**config.mk**
```make
export PLATFORM = sky130hd
export DESIGN_NAME = uart_tx
export DESIGN_NICKNAME = d
export VERILOG_FILES = /design/src/rtl/uart_tx.sv
export SDC_FILE = /design/constraint.sdc
export NUM_CORES = 1
export LEC_CHECK = 0
export CORE_MARGIN = 5
export CORE_UTILIZATION = 30
export CTS_BUF_LIST = sky130_fd_sc_hd__clkbuf_4
export DETAILED_ROUTE_END_ITERATION = 8
export HOLD_SLACK_MARGIN = 0.15
export SLEW_MARGIN = 20
export SYNTH_ARGS = -nofsm -noshare
export SYNTH_HDL_FRONTEND = slang
export SYNTH_SLANG_ARGS = --single-unit
```
**constraint.sdc**
```tcl
create_clock -name clk -period 2.4 [get_ports clk]
set_input_delay 0.48 -clock clk [delete_from_list [all_inputs] [get_ports clk]]
set_output_delay 0.48 -clock clk [all_outputs]
set_load 0.01 [all_outputs]
```
**src/rtl/uart_tx.sv**
```systemverilog
// 8N1 UART transmitter: bytes enter through a valid/ready handshake into a small
// circular FIFO and are shifted out LSB first with one start and one stop bit.
module uart_tx #(
  parameter int BAUD            = 4800,
  parameter int FREQUENCY_IN_HZ = 80_000_000,
  parameter int FIFO_DEPTH      = 4
) (
  input  logic       clk,
  input  logic       rst,
  input  logic       io_data_valid,
  input  logic [7:0] io_data_packet,
  output logic       io_ready,
  output logic       io_tx,
  output logic       io_busy
);

  localparam int CLKS_PER_BIT = FREQUENCY_IN_HZ / BAUD;
  localparam int CNT_W        = (CLKS_PER_BIT > 1) ? $clog2(CLKS_PER_BIT) : 1;
  localparam int PTR_W        = (FIFO_DEPTH > 1) ? $clog2(FIFO_DEPTH) : 1;
  localparam int FCNT_W       = $clog2(FIFO_DEPTH + 1);

  localparam logic [CNT_W-1:0]  LAST_CNT = CNT_W'(CLKS_PER_BIT - 1);
  localparam logic [FCNT_W-1:0] FULL_CNT = FCNT_W'(FIFO_DEPTH);

  typedef enum logic [1:0] {
    ST_IDLE  = 2'd0,
    ST_START = 2'd1,
    ST_DATA  = 2'd2,
    ST_STOP  = 2'd3
  } state_t;

  state_t            r_state;
  state_t            w_state_next;
  logic [CNT_W-1:0]  r_baud_cnt;
  logic [CNT_W-1:0]  w_baud_cnt_next;
  logic [2:0]        r_bit_idx;
  logic [2:0]        w_bit_idx_next;
  logic [7:0]        r_shift;
  logic [7:0]        w_shift_next;
  logic              r_tx;
  logic              w_tx_next;

  logic [7:0]        r_mem [FIFO_DEPTH];
  logic [PTR_W-1:0]  r_rd_ptr;
  logic [PTR_W-1:0]  r_wr_ptr;
  logic [FCNT_W-1:0] r_count;

  logic              w_push;
  logic              w_pop;
  logic              w_bit_end;
  logic              w_fifo_nonempty;
  logic [7:0]        w_head;

  assign w_bit_end       = (r_baud_cnt == LAST_CNT);
  assign w_fifo_nonempty = (r_count != '0);
  // Head is read asynchronously so a pop can load the shifter on the same edge.
  assign w_head          = r_mem[r_rd_ptr];
  assign io_tx           = r_tx;

  // ---------------------------------------------------------------------------
  // FIFO storage and pointers
  // ---------------------------------------------------------------------------
  always_ff @(posedge clk) begin
    if (w_push && !rst) begin
      r_mem[r_wr_ptr] <= io_data_packet;
    end
  end

  always_ff @(posedge clk) begin
    if (rst) begin
      r_rd_ptr <= '0;
      r_wr_ptr <= '0;
      r_count  <= '0;
    end else begin
      if (w_push) begin
        r_wr_ptr <= r_wr_ptr + PTR_W'(1);
      end
      if (w_pop) begin
        r_rd_ptr <= r_rd_ptr + PTR_W'(1);
      end
      case ({w_push, w_pop})
        2'b10:   r_count <= r_count + FCNT_W'(1);
        2'b01:   r_count <= r_count - FCNT_W'(1);
        default: r_count <= r_count;
      endcase
    end
  end

  // ---------------------------------------------------------------------------
  // FSM: state register
  // ---------------------------------------------------------------------------
  always_ff @(posedge clk) begin
    if (rst) begin
      r_state    <= ST_IDLE;
      r_baud_cnt <= '0;
      r_bit_idx  <= '0;
      r_shift    <= '0;
      r_tx       <= 1'b1;
    end else begin
      r_state    <= w_state_next;
      r_baud_cnt <= w_baud_cnt_next;
      r_bit_idx  <= w_bit_idx_next;
      r_shift    <= w_shift_next;
      r_tx       <= w_tx_next;
    end
  end

  // ---------------------------------------------------------------------------
  // FSM: next-state logic
  // ---------------------------------------------------------------------------
  always_comb begin
    w_state_next    = r_state;
    w_baud_cnt_next = r_baud_cnt;
    w_bit_idx_next  = r_bit_idx;
    w_shift_next    = r_shift;
    w_tx_next       = r_tx;

    case (r_state)
      ST_IDLE: begin
        w_tx_next = 1'b1;
        if (w_pop) begin
          w_shift_next    = w_head;
          w_baud_cnt_next = '0;
          w_tx_next       = 1'b0;
          w_state_next    = ST_START;
        end
      end

      ST_START: begin
        if (w_bit_end) begin
          w_baud_cnt_next = '0;
          w_bit_idx_next  = '0;
          w_tx_next       = r_shift[0];
          w_state_next    = ST_DATA;
        end else begin
          w_baud_cnt_next = r_baud_cnt + CNT_W'(1);
        end
      end

      ST_DATA: begin
        if (w_bit_end) begin
          w_baud_cnt_next = '0;
          if (r_bit_idx == 3'd7) begin
            w_tx_next    = 1'b1;
            w_state_next = ST_STOP;
          end else begin
            w_shift_next   = {1'b0, r_shift[7:1]};
            w_bit_idx_next = r_bit_idx + 3'd1;
            w_tx_next      = r_shift[1];
          end
        end else begin
          w_baud_cnt_next = r_baud_cnt + CNT_W'(1);
        end
      end

      ST_STOP: begin
        if (w_bit_end) begin
          w_baud_cnt_next = '0;
          // A queued byte starts its frame immediately, with no idle gap.
          if (w_pop) begin
            w_shift_next = w_head;
            w_tx_next    = 1'b0;
            w_state_next = ST_START;
          end else begin
            w_state_next = ST_IDLE;
          end
        end else begin
          w_baud_cnt_next = r_baud_cnt + CNT_W'(1);
        end
      end

      default: begin
        w_state_next    = ST_IDLE;
        w_baud_cnt_next = '0;
        w_tx_next       = 1'b1;
      end
    endcase
  end

  // ---------------------------------------------------------------------------
  // FSM: outputs and handshake
  // ---------------------------------------------------------------------------
  always_comb begin
    io_ready = (r_count != FULL_CNT);
    io_busy  = w_fifo_nonempty || (r_state != ST_IDLE);
    w_push   = io_data_valid && (r_count != FULL_CNT);
    w_pop    = 1'b0;
    if (r_state == ST_IDLE) begin
      w_pop = w_fifo_nonempty;
    end else if (r_state == ST_STOP) begin
      w_pop = w_fifo_nonempty && w_bit_end;
    end
  end

endmodule
```
After elaboration in Yosys (flattened, before gate mapping)
Memory sizes are Yosys's and may differ from the RTL's. A register that Yosys moved wholly into a read port is not among the register bits.
Index checks and enable logic that the tools add are counted.
{"block": "totals", "register_bits": 36, "ramBits": 32, "inputBits": 11, "output_inout_bits": 3, "word_cells": 79, "n_memories": 1}
{"block": "classes", "add_sub_neg": 6, "n_eq_ne": 15, "n_mux": 33, "reduce_logical": 16}
{"name": "r_mem", "words": 4, "width": 8, "read_ports": 1, "rd_clocked_by_memory_dff": 1, "wr": 1, "line": "43", "source": "logic [7:0] r_mem [FIFO_DEPTH];"}
{"cell": "$mux 8", "count": 4}
{"cell": "$mux 15", "count": 2}
{"cell": "$pmux 15 s2", "count": 1}
{"cell": "$pmux 8 s3", "count": 1}
{"cell": "$add 15x1->15 const B", "count": 1}
{"cell": "$eq 15x15->1 const B", "count": 1}
{"cell": "$mux 2", "count": 7}
{"cell": "$ne 2x2->1 const B", "count": 7}
{"cell": "$pmux 3 s2", "count": 2}
{"cell": "$reduce_and 4->1", "count": 3}
{"cell": "$mux 1", "count": 11}
{"cell": "$mux 3", "count": 3}
{"cell": "$pmux 2 s4", "count": 1}
{"cell": "$add 3x1->3 const B", "count": 2}
{"cell": "$eq 2x2->1 const B", "count": 3}
{"cell": "$reduce_bool 2->1", "count": 3}
{"cell": "$reduce_bool 3->1", "count": 2}
{"cell": "$reduce_and 5->1", "count": 1}
{"cell": "$add 2x1->2 const B", "count": 2}
{"cell": "$eq 2x1->1 const B", "count": 2}
{"cell": "$pmux 1 s4", "count": 1}
{"cell": "$eq 3x3->1 const B", "count": 1}
{"cell": "$logic_and 1x1->1", "count": 3}
{"cell": "$ne 3x3->1 const B", "count": 1}
{"cell": "other kinds (5)", "count": 5}

Depth between registers and ports, before layout
{"block": "logic_depth", "depth_word": 7, "depth_mapped": 12, "ltp_nobuf": 11}

Least setup slack after synthesis
No wires, ideal clock.
{"block": "synth_timing", "path_type": "reg2reg", "start": "reg r_baud_cnt[1]", "end": "reg r_count[2]", "setup_ns": 0.071, "t_arrival_ns": 2.359, "required_ns": 2.329, "setup_slack_ns": -0.029, "path_stages_with_launch": 13, "n_path_buf": 1, "period_less_slack_ns": 2.429, "cell_sequence": "dfxtp_1 inv_1 ha_1 nor4b_1 and4_1 buf_6 a21oi_2 nor2_1 ha_1 fa_1 xnor2_1 or3_1 a21oi_1"}
{"block": "synth_via", "elab_chain_len": 6, "elab_cells_between_ends": 8, "classes_between": "3 x eq/ne; 3 x mux; 2 x reduce/logical"}
{"item": "start: declaration", "line": "34", "source": "logic [CNT_W-1:0] r_baud_cnt;"}
{"item": "start signal: assignment", "line": "101", "source": "r_baud_cnt <= w_baud_cnt_next;"}
{"item": "$eq 15x15->1 *", "line": "54", "source": "assign w_bit_end = (r_baud_cnt == LAST_CNT);"}
{"item": "$logic_and 1x1->1 *", "line": "191", "source": "w_pop = w_fifo_nonempty && w_bit_end;"}
{"item": "$mux 1 *", "line": "190", "source": "end else if (r_state == ST_STOP) begin"}
{"item": "$mux 1 *", "line": "188", "source": "if (r_state == ST_IDLE) begin"}
{"item": "via w_pop", "line": "49", "source": "logic w_pop;"}
{"item": "$eq 2x1->1 / $eq 2x2->1 (equally long branches)", "line": "81", "source": "case ({w_push, w_pop})"}
{"item": "$pmux 3 s2 / $reduce_bool 2->1 (equally long branches)"}
{"item": "end signal: assignment", "line": "82", "source": "2'b10: r_count <= r_count + FCNT_W'(1);"}
{"item": "end signal: assignment", "line": "83", "source": "2'b01: r_count <= r_count - FCNT_W'(1);"}
{"item": "end signal: assignment", "line": "84", "source": "default: r_count <= r_count;"}
{"item": "end: declaration", "line": "46", "source": "logic [FCNT_W-1:0] r_count;"}
The timed path passes the listed nets; every way through them passes the cells marked *.
A chain may end at the register's enable or synchronous reset.

Worst setup path after layout
Ends and elaborated chain as after synthesis.

==> flow_metrics.py <==
metrics = {
    "sta": {
        "hold_violations": 0,
        "max_slew_margin": 0.6346,
        "grt_setup_unrepaired": "true",
        "final.period_utilization": 0.9906,
        "timing.final.max_slew_violations": 0,
        "fin_ws_ns": 0.02252,
        "layout_min_cycle_time_ns": 2.377,
        "skew_ns": 0.009865,
        "max_freq_mhz": 420.6,
        "setup_viol": 0,
        "worst_slew_pin_slew_ns": 0.5474,
        "fin_hold_ws_ns": 0.4915,
    },
    "grt": {
        "grt_overflow": 0,
        "antenna_found_initial": 0,
        "grt_max_degree": 20,
        "grt_pass1_vias": 1987,
        "track_usage": 0.09437,
        "grt_pass1_wl_um": 9528,
    },
    "die": {
        "die_h_um": 113.4,
        "die_w_um": 113.4,
        "die_area_mm2": 0.01285,
        "fp.coreArea_mm2": 0.01037,
        "io_pins": 14,
        "start_util": 0.3090,
        "row_count": 37,
    },
    "worst_setup_path": {
        "worstSetupPathType": "flop to flop",
        "crit_slowest_cell": "or3_1",
        "cp.required_ns": 2.76,
        "start_kind": "flop",
        "worst-path-buf-inv": 1,
        "max_stage_delay_ns": 0.39,
        "path_max_fanout": 3,
        "cp_cell_sequence": "inv_2 > ha_4 > nor4b_4 > and4_4 > a21oi_4 > nor2_2 > ha_2 > fa_2 > xnor2_2 > or3_1 > a21oi_2",
        "critPathTopFamily": "simple AND/OR/NAND/NOR gates",
        "worstSetupEndpointType": "flop",
        "worstPathArrival_ns": 2.74,
    },
    "placed_design": {
        "pre_cts_ws_ns": 0.02694,
        "dp.cells": 412,
        "dp_hpwl_um": 3875,
        "place.gp.congestion": 0.7385,
        "port-buffer-count": 13,
    },
    "layout": {
        "area_delta_synth_final_pct": 17.22,
        "n_antenna_cell": 0,
        "final_nets": 319,
        "stdcell_count": 434,
        "final_layout_size_suffix_gt1_frac": 0.2315,
    },
    "clock_tree": {
        "clock_path_buffers": 2,
        "insertion_delay_ns": 0.42,
        "cts-root-buf": "clkbuf_4",
        "cts_sinks": 70,
        "h-tree-depth": 3,
        "clk_pin_slew_ns": 0.12,
        "cts_tree": "done",
        "cts_buffers": 9,
    },
    "logic_synthesis": {
        "ys_ff_latch": 70,
        "syn_nets": 288,
        "ys_warn_count": 0,
        "syn_area_per_cell_um2": 12.23,
        "ys_seq_area_frac": 0.5373,
        "netlist_instances": 262,
        "synth.cell_area_mm2": 0.003204,
        "synth.distinct_cells": 47,
    },
    "drt": {
        "routed_wl_um": 5673,
        "antenna_left": 0,
        "viasPerCell": 4.608,
        "drt_pre_antenna_iters": 4,
        "wl_per_cell_um": 13.07,
        "route.detailed.drc": 0,
        "first_iter_violations": 121,
        "vias": 2000,
    },
    "status": {
        "outcome": "finished clean",
    },
    "power_and_ir_drop": {
        "ir_drop_mv": 0.3673,
        "p_per_area_mw_per_mm2": 1015,
        "p_leak_nw": 1.314,
    },
    "worst_hold_path": {
        "holdCritPathClass": "flop to flop",
    },
    "flow_run": {
        "cap_violations": 0,
    },
}
## logic make-up (layout without fill, tap and decap cells)
logic type | after synthesis | after routing | synth area share
compound gates | 43 | 43 | 0.09723
xor+xnor | 16 | 16 | 0.04373
fa+ha+maj | 15 | 15 | 0.06091
buf+inv | 21 | 57 | 0.03866
flops | 70 | 70 | 0.5373
mux | 20 | 20 | 0.09371
simple gates | 77 | 77 | 0.1285
## flip-flops by register name, indices dropped and copies added (netlist names), named ones only
| register | count |
|---|---|
| r_baud_cnt | 15 |
| r_wr_ptr | 2 |
| r_state | 2 |
| io_tx | 1 |
| r_bit_idx | 3 |
| r_shift | 8 |
| r_mem | 32 |
| r_count | 3 |
| r_rd_ptr | 2 |
## final timing paths
check        slack [ns]                        from  cells past startpoint                 endpoint
max                0.02  r_baud_cnt[1]$_SDFFE_PP0P_                     11  r_count[2]$_SDFFE_PP0P_
min                0.49          io_tx$_SDFFE_PP1P_                      2       io_tx$_SDFFE_PP1P_
max reg2reg        0.02  r_baud_cnt[1]$_SDFFE_PP0P_                     11  r_count[2]$_SDFFE_PP0P_
min reg2reg        0.49          io_tx$_SDFFE_PP1P_                      2       io_tx$_SDFFE_PP1P_
## layout by cell type (no fill, tap or decap), types with 2 or more instances in the layout
master	instances
a21oi_1	15
a21oi_2	2
a311oi_1	7
and2_1	8
and3_1	4
and4_4	2
buf_4	21
clkbuf_4	9
clkdlybuf4s50_1	12
clkinvlp_4	5
dfxtp_1	36
dfxtp_2	2
edfxtp_1	32
ha_1	11
ha_4	2
inv_1	4
inv_2	3
mux2i_1	12
mux4_2	8
nand2_1	14
nand2b_1	2
nand3_1	4
nor2_1	25
nor3_1	3
nor4b_1	2
o21ai_0	5
o21ai_1	2
or3_1	3
xnor2_1	3
xor2_1	12
## power breakdown
group | switching, mW | leakage [nW] | internal [mW]
logic | 0.785 | 0.664 | 0.806
clock network | 0.454 | 0.0482 | 0.211
registers | 0.147 | 0.601 | 1.41
## worst min-delay path, stage by stage (launching register included)
cell and delay [ns]:
dfxtp_1 0.33, nand2_1 0.05, o211ai_1 0.07
## per-layer routing
layer  GRT usage  wire (um)  vias to the layer above  part of all wire
li1            -          -                     1020                 -
met2      0.1485       2650                       27              0.47
met4     0.03606         97                        0             0.017
met1      0.1182       2722                      945              0.48
met5           0          0                        -                 0
met3     0.03476        204                        8             0.036
## cell type report
type	instances	area (um^2)
inverters	7	26.28
multi-input cells	171	1431
fillers	1042	6614
repair buffers	34	286.5
clock buffers	9	67.56
well taps	136	170.2
flip-flops and latches	70	1724
clock inverters	7	50.05
## cell usage after synthesis, drive strengths merged
master,number,area share
or4b,2,0.0062
o211a,1,0.0031
mux4,8,0.056
and2,8,0.016
a41o,1,0.0031
fa,1,0.0062
a211oi,1,0.0023
and3,5,0.011
o31ai,1,0.0023
edfxtp,32,0.30
nor2b,1,0.0020
xnor2,4,0.011
ha,14,0.055
buf,9,0.025
nand2,14,0.016
a31o,1,0.0055
nand4,2,0.0059
a21oi,18,0.030
dfxtp,38,0.24
nor4b,3,0.0082
a21boi,1,0.0035
inv,7,0.0082
or4,1,0.0023
or3,3,0.0059
clkbuf,5,0.0059
a221oi,1,0.0027
nor3,3,0.0047
nand3,5,0.0094
nand2b,2,0.0039
o21a,1,0.0047
a21o,1,0.0023
o21ai,7,0.011
a311oi,8,0.024
xor2,12,0.033
o211ai,1,0.0023
mux2i,12,0.037
nor2,26,0.030
and4,2,0.0062
## stage by stage
step | power, mW | area [um^2] | TNS, ns | utilization
6_report | 3.813 | 3756 | 0 | 0.3622
5_1_grt | 4.096 | 3756 | -0.06966 | 0.3622
4_1_cts | 3.726 | 3664 | 0 | 0.3533
3_5_place_dp | 3.032 | 3530 | 0 | 0.3404
3_3_place_gp | 3.006 | 3530 | 0 | 0.3404
2_1_floorplan | 2.722 | 3214 | 0 | -
## what timing repair did
action                                  4_1_cts  5_1_grt
gates resized for setup                       6       13
hold buffers                                  0        0
setup buffers                                 0        6
pin swaps                                     1        8
endpoints found under the setup margin        2        2
No activity file was read; power rests on OpenSTA's default activity.
